$ cat src/rtl/clock_period_meter.sv
// clock_period_meter
//   Measures the rise-to-rise period and rise-to-fall high time of a slow,
//   asynchronous clock g_in in units of clock_in cycles. It flags lock when
//   the period is within TOLERANCE of EXPECTED, and it abandons a measurement
//   after TIMEOUT cycles without a rising edge.
//
// Ports
//   clock_in   in   1   system clock, all logic on its rising edge
//   reset_n    in   1   synchronous reset, active-low
//   g_in       in   1   measured slow clock, asynchronous to clock_in
//   period     out  28  last rise-to-rise interval (clock_in cycles)
//   high_time  out  28  last rise-to-fall interval (clock_in cycles)
//   valid      out  1   one-cycle pulse when period is updated
//   locked     out  1   last period within TOLERANCE of EXPECTED
//   timeout    out  1   one-cycle pulse when TIMEOUT expires
module clock_period_meter #(
    parameter logic [27:0] EXPECTED  = 28'd200000,
    parameter logic [27:0] TOLERANCE = 28'd16,
    parameter logic [27:0] TIMEOUT   = 28'd800000
) (
    input  logic        clock_in,
    input  logic        reset_n,
    input  logic        g_in,
    output logic [27:0] period,
    output logic [27:0] high_time,
    output logic        valid,
    output logic        locked,
    output logic        timeout
);

    localparam int DATA_W = 28;
    localparam logic [DATA_W-1:0] CNT_LIMIT = TIMEOUT - 28'd1;

    typedef enum logic {IDLE, MEASURE} state_t;

    state_t            state;
    logic              g_sync_p0;
    logic              g_sync_p1;
    logic              g_prev_p2;
    logic [DATA_W-1:0] cnt;
    logic [DATA_W-1:0] cnt_inc;
    logic              rise;
    logic              fall;

    // Distance between two unsigned values, always larger minus smaller so
    // the result never wraps.
    function automatic logic [DATA_W-1:0] abs_diff(input logic [DATA_W-1:0] a,
                                                   input logic [DATA_W-1:0] b);
        return (a >= b) ? (a - b) : (b - a);
    endfunction

    function automatic logic within_tol(input logic [DATA_W-1:0] p);
        return abs_diff(p, EXPECTED) <= TOLERANCE;
    endfunction

    // cnt is capped at TIMEOUT-1, so cnt+1 always fits in DATA_W bits.
    assign cnt_inc = cnt + 28'd1;
    assign rise    = g_sync_p1 & ~g_prev_p2;
    assign fall    = ~g_sync_p1 & g_prev_p2;

    always_ff @(posedge clock_in) begin
        if (!reset_n) begin
            state     <= IDLE;
            g_sync_p0 <= 1'b0;
            g_sync_p1 <= 1'b0;
            g_prev_p2 <= 1'b0;
            cnt       <= '0;
            period    <= '0;
            high_time <= '0;
            valid     <= 1'b0;
            locked    <= 1'b0;
            timeout   <= 1'b0;
        end else begin
            // p0/p1: two-flop synchronizer for the asynchronous g_in
            g_sync_p0 <= g_in;
            g_sync_p1 <= g_sync_p0;
            // p2: previous synchronized level, for edge detection
            g_prev_p2 <= g_sync_p1;

            valid   <= 1'b0;
            timeout <= 1'b0;

            // FSM / measurement stage, fed by the p1/p2 edge detect
            if (state == IDLE) begin
                // The first rise only arms the counter; no outputs change.
                if (rise) begin
                    state <= MEASURE;
                    cnt   <= '0;
                end
            end else begin
                if (rise) begin
                    // A rise wins over a coincident timeout.
                    period <= cnt_inc;
                    locked <= within_tol(cnt_inc);
                    valid  <= 1'b1;
                    cnt    <= '0;
                end else if (cnt == CNT_LIMIT) begin
                    // A coincident fall is dropped; high_time holds.
                    timeout <= 1'b1;
                    locked  <= 1'b0;
                    cnt     <= '0;
                    state   <= IDLE;
                end else begin
                    cnt <= cnt_inc;
                    if (fall) begin
                        high_time <= cnt_inc;
                    end
                end
            end
        end
    end

endmodule

$ cat config.mk
export PLATFORM = sky130hd
export DESIGN_NAME = clock_period_meter
export DESIGN_NICKNAME = d
export VERILOG_FILES = /design/src/rtl/clock_period_meter.sv
export SDC_FILE = /design/constraint.sdc
export NUM_CORES = 1
export LEC_CHECK = 0
export BUFFER_PORTS_ARGS = -buffer_cell sky130_fd_sc_hd__buf_2
export CAP_MARGIN = 20
export CORE_MARGIN = 4
export CORE_UTILIZATION = 59
export DETAILED_ROUTE_END_ITERATION = 16
export GPL_TIMING_DRIVEN = 0
export PLACE_DENSITY_LB_ADDON = 0.15
export SYNTH_ARGS = -nofsm -noshare
export SYNTH_HDL_FRONTEND = slang
export SYNTH_SLANG_ARGS = --single-unit
$ cat constraint.sdc
create_clock -name clock_in -period 4.3 [get_ports clock_in]
set_input_delay 1.29 -clock clock_in [delete_from_list [all_inputs] [get_ports clock_in]]
set_output_delay 1.29 -clock clock_in [all_outputs]
set_load 0.02 [all_outputs]
### Word-level counts from Yosys, hierarchy flattened

Cells that the tools add are included.

| storage, ports and cells | value |
|---|---|
| word-level logic and storage cells | 43 |
| input bits | 3 |
| register bits after elaboration | 91 |
| output and inout port bits | 59 |

| cells by class | value |
|---|---|
| $lt $le $gt $ge | 2 |
| mux-type cells | 12 |
| equality and inequality tests | 1 |
| bitwise gates (word level) | 8 |
| reduce and logical (&&, ||, !) cells | 7 |
| add/sub/neg operators | 3 |

Operators by type and width:

| kind | count |
|---|---|
| two-way mux 28 bit | 5 |
| adder 28 x 1 -> 28 bit (second input constant) | 1 |
| equality test 28 x 20 -> 1 bit (second input constant) | 1 |
| greater-or-equal comparator 28 x 18 -> 1 bit (second input constant) | 1 |
| <= comparator 28 x 5 -> 1 bit (second input constant) | 1 |
| subtractor 18 x 28 -> 28 bit (first input constant) | 1 |
| subtractor 28 x 18 -> 28 bit (second input constant) | 1 |
| two-way mux 1 bit | 7 |
| inverter 1 bit | 6 |
| AND reduction 2 bit | 3 |
| AND reduction 4 bit | 1 |
| nonzero test 2 bit | 2 |
| OR reduction 3 bit | 1 |
| bitwise AND 1 bit | 2 |

### Depth between registers and ports, before layout

| logic depth | value |
|---|---|
| depth after elaboration | 5 |
| depth in mapped cells | 18 |
| depth with buffers taken out | 16 |

### Worst setup path after synthesis

OpenSTA, ideal clock, no wires.

| timing path | value |
|---|---|
| path kind | reg2reg |
| start point | reg cnt[0] |
| end point | reg locked |
| arrival | 3.597 ns |
| buffers on the path | 2 |
| slack | 0.619 ns |
| period minus slack after synthesis | 3.681 ns |
| setup time | 0.084 ns |
| cell stages (with the launch flop) | 18 |
| required time | 4.216 ns |
| cells stage by stage | dfxtp_1 > ha_1 > nand3_2 > clkbuf_1 > nor2_1 > xnor2_1 > ha_1 > inv_1 > o211ai_1 > nand3_1 > a2bb2oi_1 > o21ai_2 > nand4_4 > buf_6 > o221ai_2 > o21ai_1 > or4_1 > o31ai_2 |

| between the ends | value |
|---|---|
| word-level cells in the longest chain between the ends | 5 |
| elaborated cells between the ends (all ways) | 10 |
| those cells by class | add/sub (3); order compare (2); eq/ne (1); mux (2); reduce/logical (2) |

RTL lines:

| element | RTL line | source |
|---|---|---|
| start: declaration | 40 | `logic [DATA_W-1:0] cnt;` |
| start signal: assignment | 104 | `cnt <= cnt_inc;` |
| adder 28 x 1 -> 28 bit | 57 | `assign cnt_inc = cnt + 28'd1;` |
| subtractor 18 x 28 -> 28 bit (tied with other cells) | 49 | `return (a >= b) ? (a - b) : (b - a);` |
| two-way mux 28 bit | 49 |  |
| <= comparator 28 x 5 -> 1 bit | 53 | `return abs_diff(p, EXPECTED) <= TOLERANCE;` |
| two-way mux 1 bit | 91 | `if (rise) begin` |
| end signal: assignment | 94 | `locked <= within_tol(cnt_inc);` |
| end: declaration | 27 | `output logic locked,` |

Several ways; a longest one is shown, not always the timed one.
A chain may end at the register's enable or synchronous reset.

### Worst setup path in the final report

Ends and elaborated chain as after synthesis.

==> impl_metrics.ini <==
[clock_network]
h-tree-depth = 3
cts.clk_slew.worst_paths_ns = 0.10
clock-root-buffer = clkbuf_8
cts_tree = done
clock_sinks = 91
clk_latency_ns = 0.37
cts_buffer_depth = 2
cts-buffers-inserted = 9

[hold_path]
hold_class = flop to flop
holdPathStages = 1
min-delay-start = g_sync_p0
hold_path_end = g_sync_p1

[logic_synthesis]
synth_compound_area_share_pct = 24.1
synthXorXnorAreaFrac_pct = 6.25
syn-num-nets = 686
synthAdderAreaFrac_pct = 1.15
synth_edf_count = 0
avgSynthCellArea_um2 = 8.06
yosys.area_share.simple_pct = 28.7
ys_types = 64
seq_area_frac_synth_pct = 33.3
synth.cell_area_um2 = 5460
yosys_warnings = 0
ys_ff_latch = 91
synthArstFlopShare_pct = 0
synthMuxAreaShare_pct = 1.31
synth_top_family_by_area = simple AND/OR/NAND/NOR gates
synth_flop_cell = dfxtp_1
syn_inst = 678

[pwr]
p_sw_share_pct = 25.6
p_int_uw = 1170
p_seq_share_pct = 54.6
p_clk_share_pct = 40.5
switchingPower_uw = 402
irDropWorstVdd_uv = 193
power_leakage_uw = 0.00308
combPwrFrac_pct = 4.9
p_per_area_nw_per_um2 = 247

[layout]
utilization_pct = 71.6
final_area_um2 = 6340
layout-area-overhead-vs-synth_pct = 16.1
seq_area_um2 = 1820
layout_commonest_cell = nand2_1
final_cell_mix = nand2_1, dfxtp_1, buf_2
multiInputGateArea_um2 = 3560
drive_gt1_share_pct = 17.0
stdcell_count = 866
antenna_cells = 0
nets = 761
fillers = 738

[worst_setup_path]
cp_slowest_cell = or4_1
cp_cell_sequence = ha_4, nand3_4, buf_4, nor2_4, xnor2_4, ha_1, inv_1, a31oi_1, nor2_1, a2bb2oi_4, o21ai_4, nand4_4, buf_6, o221ai_2, o21ai_1, or4_1, o31ai_2
ff2ff_setup_slack_ns = 0.19
slowest_delay_ns = 0.59
rr_startpoint = cnt[0]
startpoint_type = flop
critPathRequiredTime_ns = 4.59
crit_path_end_kind = flop
critical-path-top-delay-family = simple AND/OR/NAND/NOR gates
critical_path_class = flop to flop
reg2reg_depth = 17
r2r_end = locked
path_max_fanout = 10
critical_path_arrival_ns = 4.40
path_buf_inv = 3
worstSetupPathDepth = 17

[placement]
post-dp-hpwl_mm = 12.9
gp_congestion = 0.930
place_area_um2 = 5900
dpl.cell_count = 846
io_buffer_count = 60

[timing]
rsz0062_at_grt = no
skew_ns = 0.0147
fin_crit_ns = 4.11
setup_violations = 0
slew_viol_final = 0
slew_headroom_pct = 35.0
max_freq_mhz = 244
worst_pin_slew_ns = 0.966
report.final.hold_viol_count = 0
fin_crit_sh_pct = 95.5

[global_route]
grt_overflow_total = 0
grt_pass1_wl_mm = 28.3
antenna_found_initial = 0
grt_max_degree = 17
grt_pass1_vias = 5342
grt.total_usage_pct = 32.2

[drt]
avgRoutedWirePerCell_um = 20.4
initialDrtViolationCount = 656
avgViaCountPerCell = 6.52
via_count = 5644
drt-pass1-iter-count = 6
routed_wl_mm = 17.7
antenna_left = 0
drc_errors = 0

[floorplanning]
dieArea_um2 = 10900
core_um2 = 8850
rows = 34
io-pin-count = 62
die_w_um = 104
dieHeight_um = 104
start_util_pct = 61.7

[flow_run]
maxCapViolations = 0

[run_status]
status = complete, no violations
-- cells by family (layout without fill, tap and decap cells) --
kind of cell             count (synthesis)  count (layout)
adder cells (fa/ha/maj)                  5               5
flip-flops                              91              91
AO/OA/AOI/OAI                          173             173
XOR/XNOR                                39              39
buffers and inverters                   65             145
multiplexers                             7               7
AND/OR/NAND/NOR                        298             298
-- Yosys cell counts (3+ instances only) --
cell type / n / area [um2]
a311oi_1: 3 / 26.3
nand4_1: 12 / 75.1
xnor2_1: 25 / 219
nor3_1: 15 / 75.1
clkbuf_1: 43 / 161
buf_1: 5 / 18.8
a21boi_0: 6 / 45.0
o21a_1: 4 / 30.0
nand3b_1: 4 / 30.0
and4_1: 6 / 52.6
o211ai_1: 4 / 30.0
nor3b_1: 3 / 22.5
nor2b_1: 16 / 100
nor2_1: 31 / 116
inv_1: 7 / 26.3
a31oi_1: 3 / 18.8
xor2_1: 14 / 123
buf_4: 4 / 30.0
a21o_1: 4 / 30.0
nand3_1: 21 / 105
nand2b_1: 6 / 37.5
and3_1: 7 / 43.8
ha_1: 5 / 62.6
dfxtp_1: 91 / 1820
a2bb2oi_1: 3 / 26.3
a211oi_1: 4 / 30.0
or3_1: 5 / 31.3
and2_1: 22 / 138
or2_2: 3 / 18.8
mux2i_1: 6 / 60.1
o21ai_1: 3 / 15.0
a22oi_1: 6 / 45.0
o211a_1: 54 / 541
nand2_1: 111 / 417
a31o_2: 3 / 26.3
o31ai_1: 6 / 45.0
or4_1: 4 / 30.0
o21ai_0: 40 / 200
buf_2: 4 / 20.0
a21oi_1: 17 / 85.1
nor4_1: 17 / 106
o22ai_1: 3 / 18.8
-- power by group through the flow --
stage / clock, uW / combinational, uW / sequential [uW]
6_report: 635 / 76.4 / 855
5_1_grt: 674 / 81.0 / 856
4_1_cts: 637 / 73.4 / 855
3_5_place_dp: 0 / 73.2 / 874
3_3_place_gp: 0 / 72.2 / 874
2_1_floorplan: 0 / 40.3 / 879
-- how the worst max path moves through the flow --
| stage | startpoint | endpoint | slack (ns) |
|---|---|---|---|
| 2_1_floorplan | cnt[0] | locked | 0.62 |
| 3_3_place_gp | cnt[0] | locked | -0.48 |
| 3_5_place_dp | cnt[0] | locked | -0.45 |
| 4_1_cts | cnt[1] | locked | 0.01 |
| 5_1_grt | cnt[0] | locked | 0.01 |
| 6_report | cnt[0] | locked | 0.19 |
-- state kept, by name, summed over array words and instances, names as in the netlist --
register   cells
g_sync_p0      1
valid          1
cnt           28
period        28
high_time     28
g_sync_p1      1
g_prev_p2      1
state          1
locked         1
timeout        1
-- metal layers --
layer	up-vias	global-route usage [%]	routed length, um
met1	2693	43.7	7410
li1	2592	-	-
met3	48	5.83	1650
met4	0	12.3	573
met2	311	51.0	8030
met5	-	0	0
-- worst reg2reg max path, cell delays in order, from the launching register on --
cell and delay [ns]:
dfxtp_2 0.45, ha_4 0.21, nand3_4 0.15, buf_4 0.22, nor2_4 0.21, xnor2_4 0.20
ha_1 0.24, inv_1 0.09, a31oi_1 0.17, nor2_1 0.11, a2bb2oi_4 0.21, o21ai_4 0.23
nand4_4 0.20, buf_6 0.21, o221ai_2 0.17, o21ai_1 0.13, or4_1 0.59, o31ai_2 0.24
-- final cells by class --
type                            instances  share of cell area (%)
Multi-Input combinational cell        522                    56.1
Sequential cell                        91                    28.8
Timing Repair Buffer                   64                    5.21
Buffer                                 58                    4.09
Clock buffer                           11                    2.23
Tap cell                              108                    2.13
Clock inverter                          5                    1.05
Inverter                                7                   0.414
-- timing repair --
item | CTS | global route
setup endpoints to repair | 1 | 1
hold buffers | 0 | 0
setup buffers | 0 | 4
pin swaps | 0 | 4
gates resized for setup | 13 | 26
-- through the flow --
stage | TNS [ns] | worst slack, ns | hold WS, ns | power (uW)
floorplan | 0 | 0.619 | 0.412 | 920
global placement | -0.476 | -0.476 | 0.421 | 946
global route | 0 | 0.0126 | 0.487 | 1610
detailed placement | -0.448 | -0.448 | 0.448 | 947
finish | 0 | 0.194 | 0.469 | 1570
CTS | 0 | 0.0110 | 0.472 | 1560
Note: power is estimated with default switching activity, not from simulation.
